===== config.mk =====
export PLATFORM = sky130hd
export DESIGN_NAME = full_adder_signed_16bit
export DESIGN_NICKNAME = d
export VERILOG_FILES = /design/src/rtl/full_adder_signed_16bit.sv
export SDC_FILE = /design/constraint.sdc
export NUM_CORES = 1
export LEC_CHECK = 0
export ABC_AREA = 1
export BUFFER_PORTS_ARGS = -buffer_cell sky130_fd_sc_hd__buf_2
export CAP_MARGIN = 15
export CORE_MARGIN = 2
export CORE_UTILIZATION = 47
export DETAILED_ROUTE_END_ITERATION = 8
export HOLD_SLACK_MARGIN = 0.06
export PLACE_DENSITY = 0.87
export SKIP_CTS_REPAIR_TIMING = 1
export SKIP_LAST_GASP = 1
export SLEW_MARGIN = 20
export SYNTH_ARGS = -nofsm -noshare
export SYNTH_HDL_FRONTEND = slang
export SYNTH_SLANG_ARGS = --single-unit

===== constraint.sdc =====
create_clock -name clk -period 19.9 [get_ports clk]
set_input_delay 2.985 -clock clk [delete_from_list [all_inputs] [get_ports clk]]
set_output_delay 2.985 -clock clk [all_outputs]
set_load 0.02 [all_outputs]

===== src/rtl/full_adder_signed_16bit.sv =====
// Registered 16-bit two's-complement adder: {Cout,S} = A + B + Cin, plus signed overflow flag.
// Latency: exactly one cycle from an in_valid sample to out_valid and the registered result.
// No backpressure: one result per valid input cycle, never stalls; idle cycles hold the last result.
module full_adder_signed_16bit (
  input  logic        clk,
  input  logic        rst,
  input  logic        in_valid,
  input  logic [15:0] A,
  input  logic [15:0] B,
  input  logic        Cin,
  output logic [15:0] S,
  output logic        Cout,
  output logic        Overflow,
  output logic        out_valid
);

  localparam int W = 16;

  // Ripple-chain signals: carry[i] is the carry into cell i, carry[W] is the carry out.
  logic [W:0]   carry;
  logic [W-1:0] sum;
  logic         cout_c;
  logic         ovf_c;

  // Registered outputs and their next-state values.
  logic [W-1:0] s_q,    s_d;
  logic         cout_q, cout_d;
  logic         ovf_q,  ovf_d;
  logic         vld_q,  vld_d;

  // Ripple-carry chain of one-bit full-adder cells, bit 0 fed by Cin.
  always_comb begin
    carry    = '0;
    sum      = '0;
    carry[0] = Cin;
    for (int i = 0; i < W; i++) begin
      sum[i]     = A[i] ^ B[i] ^ carry[i];
      carry[i+1] = (A[i] & B[i]) | (carry[i] & (A[i] ^ B[i]));
    end
    cout_c = carry[W];
    // Signed overflow: carry into the sign bit differs from carry out of it.
    ovf_c  = carry[W-1] ^ carry[W];
  end

  // Next-state: load on a valid input, otherwise hold the last result; out_valid tracks in_valid.
  always_comb begin
    s_d    = s_q;
    cout_d = cout_q;
    ovf_d  = ovf_q;
    vld_d  = in_valid;
    if (in_valid) begin
      s_d    = sum;
      cout_d = cout_c;
      ovf_d  = ovf_c;
    end
  end

  // Output registers; reset wins over a same-cycle valid operand, which is discarded.
  always_ff @(posedge clk) begin
    if (rst) begin
      s_q    <= '0;
      cout_q <= 1'b0;
      ovf_q  <= 1'b0;
      vld_q  <= 1'b0;
    end else begin
      s_q    <= s_d;
      cout_q <= cout_d;
      ovf_q  <= ovf_d;
      vld_q  <= vld_d;
    end
  end

  assign S         = s_q;
  assign Cout      = cout_q;
  assign Overflow  = ovf_q;
  assign out_valid = vld_q;

endmodule


==> impl_metrics.yaml, run 1 <==
final_layout:
  nNetsFinal: 216
  drive_gt1_share_pct: 44.2
  num-fill-cells: 199
  stdcell_count: 191
  antenna_cells: 0
  fin_util_pct: 62.3
  syn2layout_area_growth_pct: 28.0
power:
  peakVddDrop_mv: 0.0665
  powerDensity_mw_per_mm2: 68.7
  total_power_uw: 92.9
  p_leak_nw: 0.689
critical_path:
  startpoint_type: "primary input"
  cpMostUsedCell: "fa_1"
  worstSetupEndpointType: "register"
  startpoint: "A[0]"
  crit_required_ps: 20150
  cp_max_fo: 3
  critPathBufInv: 4
  crit_arrival_ps: 9630
  timing.rr.start: "S[6]"
  cpPeakStageDelay_ps: 440
  path_delay_family: "adder cells"
  path_cells: "buf_2 -> fa_1 -> inv_1 -> fa_1 -> inv_1 -> fa_1 -> fa_1 -> fa_1 -> fa_1 -> fa_1 -> fa_1 -> fa_1 -> fa_1 -> fa_1 -> fa_1 -> fa_1 -> fa_1 -> fa_1 -> inv_1 -> fa_1 -> nand2_1 -> nand2_1 -> nor2_1"
  slowest_stage: "fa_1"
  crit_type: "primary input to register"
logic_synthesis:
  ys_types: 13
  yosysWarningCount: 0
  avgSynthCellArea_um2: 9.69
  synth_most_common_cell: "nor2_1"
  syn_inst: 109
  synth_common_cells: "nor2_1 (27), dfxtp_1 (19), fa_1 (16)"
  synth-edff-count: 0
  yosysSeqAreaShare_pct: 36.0
  synth.largest_area_cell: "dfxtp_1"
  syn_area_mm2: 0.00106
  async_flop_share_pct: 0
  syn-num-nets: 161
  yosys-top-cells-area: "dfxtp_1 (36%), fa_1 (30%), nor2_1 (9.6%)"
  ys.flop_type: "dfxtp_1"
  yosys_register_bits: 19
  synth_top_area_share_pct: 36.0
sta:
  drv_slew: 0
  period_minus_slack_ps: 9380
  rsz0062_at_grt: "false"
  setup-violations-final: 0
  holdWs_ps: 476
  maxSlewHeadroom_pct: 73.6
  timing.final.crit_share_pct: 47.1
  fmax_mhz: 107
  final_hold_viol_count: 0
  worstMarginPinSlew_ps: 397
  clock_skew_ps: 0
  fin_setup_tns_ps: 0
clocking:
  htree_levels: 1
  numCtsBuffers: 3
  clk_latency_ps: 290
  clockRootBuffer: "clkbuf_4"
  cts.sinks: 19
  clk_pin_slew_ps: 120
  cts_tree: "done"
  clockBufferDepth: 2
global_route:
  grt_pass1_wl_mm: 3.45
  grt_max_degree: 24
  first_global_vias: 816
  track_usage_pct: 17.7
  antenna_found_initial: 0
  gr-total-overflow: 0
routing:
  dr_total_vias: 892
  drt_iter0_drc: 12
  ant_nets: 0
  routed_wl_mm: 2.13
  drt_first_pass_iters: 4
  via_per_inst: 4.67
  avgRoutedWirePerCell_um: 11.1
  remaining_drc_errors: 0
floorplanning:
  core-area_mm2: 0.00217
  die_y_um: 51.4
  start_util_pct: 48.7
  io_pins: 55
  die_area_mm2: 0.00264
  num_rows: 17
  die_x_um: 51.4
place:
  port_buffers: 54
  placedCellCount: 187
  dp_hpwl_mm: 1.72
  gp_congestion: 0.662
min_path:
  hold_start: "S[1]"
  hold_path_class: "register to register"
job:
  max_cap_violations: 0
status:
  status: "finished clean"
final cells by class:
| type | count | area, um2 | share of cell area [%] |
|---|---|---|---|
| Clock buffer | 3 | 22.5 | 1.67 |
| Clock inverter | 1 | 5.00 | 0.370 |
| Inverter | 9 | 33.8 | 2.50 |
| Multi-Input combinational cell | 77 | 604 | 44.7 |
| Sequential cell | 19 | 380 | 28.1 |
| Tap cell | 28 | 35.0 | 2.59 |
| Timing Repair Buffer | 54 | 270 | 20.0 |
registers in the layout (all words and copies together) (netlist names):
signal / count
out_valid: 1
S: 16
Overflow: 1
Cout: 1
logic make-up (layout without fill, tap and decap cells):
| family | Yosys count | count (layout) | share of synthesized area (%) |
|---|---|---|---|
| adders and majority gates | 16 | 16 | 30.3 |
| buffers and inverters | 13 | 67 | 6.75 |
| DFF | 19 | 19 | 36.0 |
| and+or+nand+nor | 46 | 46 | 19.4 |
| AOI/OAI and AO/OA | 15 | 15 | 7.46 |
cell usage in the layout, fill, tap and decap left out:
master / synthesis / layout
buf_2: 0 / 54
nor2_1: 27 / 27
dfxtp_1: 19 / 19
fa_1: 16 / 16
o21ai_1: 13 / 13
nor2_2: 10 / 10
nand2_1: 8 / 8
inv_1: 7 / 7
clkbuf_4: 0 / 3
inv_2: 2 / 2
nor2_4: 1 / 1
o21ai_0: 1 / 1
o21ai_2: 1 / 1
clkinv_2: 0 / 1
stage by stage:
stage          cell area, um2  setup WS (ps)
3_3_place_gp             1320          10320
4_1_cts                  1350          10490
2_1_floorplan            1060          10620
5_1_grt                  1350          10310
6_report                 1350          10520
3_5_place_dp             1320          10170
worst register-to-register path: stages, from the launching register on:
cell	delay, ps
dfxtp_1	340
o21ai_1	140
nor2_1	60
final timing paths:
kind | endpoint | slack [ps] | cells after the start
max | S[15] | 10520 | 23
min | S[1] | 480 | 2
max reg2reg | S[6] | 19270 | 2
min reg2reg | S[1] | 480 | 2
routing by layer:
layer  vias up  track usage [%]  wire length (um)
met5         -                0                 0
met2        26             32.1              1190
met3         2             4.97               131
met4         0             2.63                 5
met1       426             21.0               800
li1        438                -                 -
where the power goes:
group | internal [mW] | switching, mW | total [mW]
logic | 0.0126 | 0.0170 | 0.0296
clock network | 0.00749 | 0.0123 | 0.0198
registers | 0.0417 | 0.00182 | 0.0435
No activity file was read; power rests on OpenSTA's default activity.
==> run 2, diff against run 1 <==
Settings changed: CORE_UTILIZATION 47 to 44, PLACE_DENSITY 0.87 to 0.82.
Clock period 19.9 ns to 8.9 ns, I/O delays scaled along.
==> impl_metrics.yaml, run 2 (synthesis gave the netlist of run 1 again) <==
status:
  status: "finished clean"
sta:
  fmax_mhz: 129
  worstMarginPinSlew_ps: 430
  holdWs_ps: 484
  timing.final.crit_share_pct: 87.1
  final_hold_viol_count: 0
  drv_slew: 0
  worst_slack_ps: 1140
  rsz0062_at_grt: "false"
  setup-violations-final: 0
  fin_setup_tns_ps: 0
  clock_skew_ps: 0
  maxSlewHeadroom_pct: 71.3
  period_minus_slack_ps: 7760
clocking:
  htree_levels: 1
  numCtsBuffers: 3
  cts_tree: "done"
  clockRootBuffer: "clkbuf_4"
  clk_pin_slew_ps: 120
  cts.sinks: 19
  clockBufferDepth: 2
  clk_latency_ps: 300
min_path:
  whs_path_depth: 2
  hold_start: "Cout"
  hold_end: "Cout"
  hold_path_class: "register to register"
critical_path:
  timing.rr.start: "Overflow"
  crit_arrival_ps: 8010
  crit_type: "primary input to register"
  startpoint_type: "primary input"
  worstSetupEndpointType: "register"
  slowest_stage: "fa_1"
  cpPeakStageDelay_ps: 430
  r2r_end: "Overflow"
  crit_required_ps: 9150
  path_delay_family: "adder cells"
  cp_max_fo: 3
  reg2reg_depth: 2
  critPathBufInv: 4
  cpMostUsedCell: "fa_1"
  path_cells: "buf_2 -> fa_1 -> inv_1 -> fa_1 -> inv_1 -> fa_1 -> fa_1 -> fa_1 -> fa_1 -> fa_1 -> fa_1 -> fa_1 -> fa_1 -> fa_1 -> fa_1 -> fa_1 -> fa_1 -> fa_1 -> inv_1 -> fa_1 -> nand2_1 -> nand2_1 -> nor2_1"
  rrSetupSlack_ps: 8290
floorplanning:
  io_pins: 55
  num_rows: 17
  die_y_um: 53.0
  die_x_um: 53.0
  core-area_mm2: 0.00223
  start_util_pct: 47.3
  die_area_mm2: 0.00281
final_layout:
  largest_register_ffs: 16
  num-fill-cells: 210
  layout_common_cells: "buf_2 (54), nor2_1 (27), dfxtp_1 (19)"
  syn2layout_area_growth_pct: 28.0
  nNetsFinal: 216
  drive_gt1_share_pct: 44.2
  multi_input_area_um2: 604
  regArea_um2: 380
  final_common_cell: "buf_2"
  antenna_cells: 0
power:
  peakVddDrop_mv: 0.0859
  powerDensity_mw_per_mm2: 155
  total_power_uw: 209
  p_leak_nw: 0.689
place:
  port_buffers: 54
  dp_hpwl_mm: 1.83
  place_ws_ps: 806
  gp_congestion: 0.745
routing:
  drt_first_pass_iters: 4
  routed_wl_mm: 2.32
  via_per_inst: 4.65
  ant_nets: 0
  remaining_drc_errors: 0
  avgRoutedWirePerCell_um: 12.1
  dr_total_vias: 888
  drt_iter0_drc: 3
job:
  max_cap_violations: 0
global_route:
  antenna_found_initial: 0
  first_global_vias: 865
  grt_pass1_wl_mm: 3.61
  gr-total-overflow: 0
  grt_max_degree: 24
  track_usage_pct: 17.9
run 2: worst max-delay path by stage:
stage | startpoint | slack [ps] | endpoint | cells after the start
6_report | A[0] | 1140 | S[15] | 23
5_1_grt | A[0] | 900 | S[15] | 23
4_1_cts | A[0] | 1120 | S[15] | 23
3_5_place_dp | A[0] | 810 | S[15] | 23
3_3_place_gp | A[0] | 920 | S[15] | 23
2_1_floorplan | A[0] | 1270 | S[15] | 22
run 2: layout make-up:
| class | count | share of cell area [%] |
|---|---|---|
| timing repair buffer | 54 | 20.0 |
| inverter | 9 | 2.50 |
| multi-input combinational | 77 | 44.7 |
| sequential | 19 | 28.1 |
| clock inverter | 1 | 0.370 |
| clock buffer | 3 | 1.67 |
| tap | 28 | 2.59 |
run 2: power breakdown:
group / switching (mW) / internal (mW) / leakage, nW
clock: 0.0276 / 0.0167 / 0.0177
combinational: 0.0392 / 0.0285 / 0.513
sequential: 0.00401 / 0.0932 / 0.158
total: 0.0708 / 0.138 / 0.689
run 2: metal layers:
layer  global-route usage, %  wire [um]  share of wire, %
met5                       0          0                 0
met3                    4.80        175               7.6
met2                    31.5       1200                52
met1                    20.6        926                40
met4                    6.84          9              0.39
run 2: metrics by stage:
step                      utilization (%)  std cells  area (um2)
after CTS                            60.5        191        1350
after detailed placement             59.3        187        1320
after global placement               59.3        187        1320
after global routing                 60.5        191        1350
after floorplan                         -        109        1060
final                                60.5        191        1350
run 2: worst register-to-register path, cell delays in order (launching register included):
cell     delay, ps
dfxtp_1        340
o21ai_2        130
nor2_1          50
==> run 3, diff against run 2 <==
Settings changed: BUFFER_PORTS_ARGS -buffer_cell sky130_fd_sc_hd__buf_2 to unset, CORE_UTILIZATION 44 to 55, DONT_BUFFER_PORTS set to 1, PLACE_DENSITY 0.82 to 0.74, REMOVE_ABC_BUFFERS set to 1.
==> impl_metrics.yaml, run 3 (synthesis gave the netlist of run 1 again) <==
global_route:
  grt_pass1_wl_mm: 2.89
  first_global_vias: 713
  antenna_found_initial: 0
  gr-total-overflow: 0
  grt_max_degree: 24
  track_usage_pct: 19.2
power:
  power_frac_clock_pct: 23.4
  pwr-share-seq_pct: 57.4
  power.share.switching_pct: 32.5
  p_comb_share_pct: 19.2
  power_switching_uw: 61.3
  p_leak_nw: 0.460
  peakVddDrop_mv: 0.0734
  powerDensity_mw_per_mm2: 175
  internal-power_uw: 127
  total_power_uw: 189
final_layout:
  drive_gt1_share_pct: 16.5
  final_common_cell: "nor2_1"
  nNetsFinal: 162
  design_area_mm2: 0.00108
  layout_common_cells: "nor2_1 (27), dfxtp_1 (19), fa_1 (16)"
  syn2layout_area_growth_pct: 2.01
  largest_register_ffs: 16
  antenna_cells: 0
sta:
  period_minus_slack_ps: 7560
  drv_slew: 0
  maxSlewHeadroom_pct: 74.5
  fmax_mhz: 132
  clock_skew_ps: 0
  final_hold_viol_count: 0
  worstMarginPinSlew_ps: 382
  fin_setup_tns_ps: 0
  rsz0062_at_grt: "false"
  setup-violations-final: 0
  worst_slack_ps: 1340
  timing.final.crit_share_pct: 84.9
routing:
  drt_iter0_drc: 12
  wl_met1_um: 691
  ant_nets: 0
  route.met3.wl_um: 213
  remaining_drc_errors: 0
  drt_first_pass_iters: 4
  via_per_inst: 5.11
  top_layer: "met4"
  wl_met2_um: 983
  avgRoutedWirePerCell_um: 14.2
  routed_wl_mm: 1.90
  dr_total_vias: 685
critical_path:
  crit_required_ps: 9140
  crit_arrival_ps: 7800
  crit_type: "primary input to register"
  startpoint_type: "primary input"
  worstSetupEndpointType: "register"
  cp_max_fo: 3
status:
  status: "finished clean"
floorplanning:
  die_y_um: 47.8
  num_rows: 15
  start_util_pct: 59.9
  die_area_mm2: 0.00229
  die_x_um: 47.8
  io_pins: 55
  core-area_mm2: 0.00176
clocking:
  htree_levels: 1
  clockRootBuffer: "clkbuf_4"
  cts.sinks: 19
  numCtsBuffers: 3
  clk_latency_ps: 290
  clockBufferDepth: 2
  clk_pin_slew_ps: 110
  cts_tree: "done"
place:
  dp_hpwl_mm: 1.43
  gp_congestion: 0.653
  place_ws_ps: 1010
  port_buffers: 0
  dpl-instance-area_mm2: 0.00105
job:
  max_cap_violations: 0
min_path:
  hold_path_class: "register to register"
## run 3: power groups by stage
stage                     sequential [mW]  clock, mW  combinational [mW]
after detailed placement            0.111          0              0.0363
after global routing                0.110     0.0471              0.0430
final                               0.108     0.0441              0.0362
after floorplan                     0.109          0              0.0308
after CTS                           0.109     0.0458              0.0371
after global placement              0.110          0              0.0342
## run 3: final timing paths
check / start / to / slack, ps / cells past startpoint
setup / recovery: A[0] / S[15] / 1340 / 22
hold / removal: S[1] / S[1] / 580 / 2
setup reg to reg: S[3] / S[3] / 8170 / 2
hold reg to reg: S[1] / S[1] / 580 / 2
## run 3: per-stage QoR
stage | hold slack [ps] | std cells | util, %
final | 575 | 134 | 61.1
after CTS | 579 | 134 | 61.1
after detailed placement | 562 | 130 | 59.5
after floorplan | 544 | 105 | -
after global placement | 560 | 130 | 59.5
after global routing | 612 | 134 | 61.1
## run 3: critical path, cell delays in order
cell     delay (ps)
fa_1            390
inv_1            70
fa_1            160
inv_1            50
fa_1            380
fa_1            390
fa_1            380
fa_1            390
fa_1            390
fa_1            400
fa_1            390
fa_1            390
fa_1            390
fa_1            390
fa_1            390
fa_1            390
fa_1            410
inv_1            90
fa_1            410
nand2_1          70
nand2_1          50
nor2_1           90
## run 3: per-layer routing
metal | GRT usage, % | up-vias
met2 | 36.5 | 29
met3 | 7.17 | 2
met4 | 8.11 | 0
li1 | - | 332
met1 | 18.0 | 322
met5 | 0 | -
## run 3: layout make-up
type / count / area (um2)
inverters: 9 / 33.8
clock buffers: 3 / 22.5
well taps: 25 / 31.3
multi-input cells: 77 / 604
clock inverters: 1 / 5.00
flip-flops and latches: 19 / 380
fillers: 176 / 687
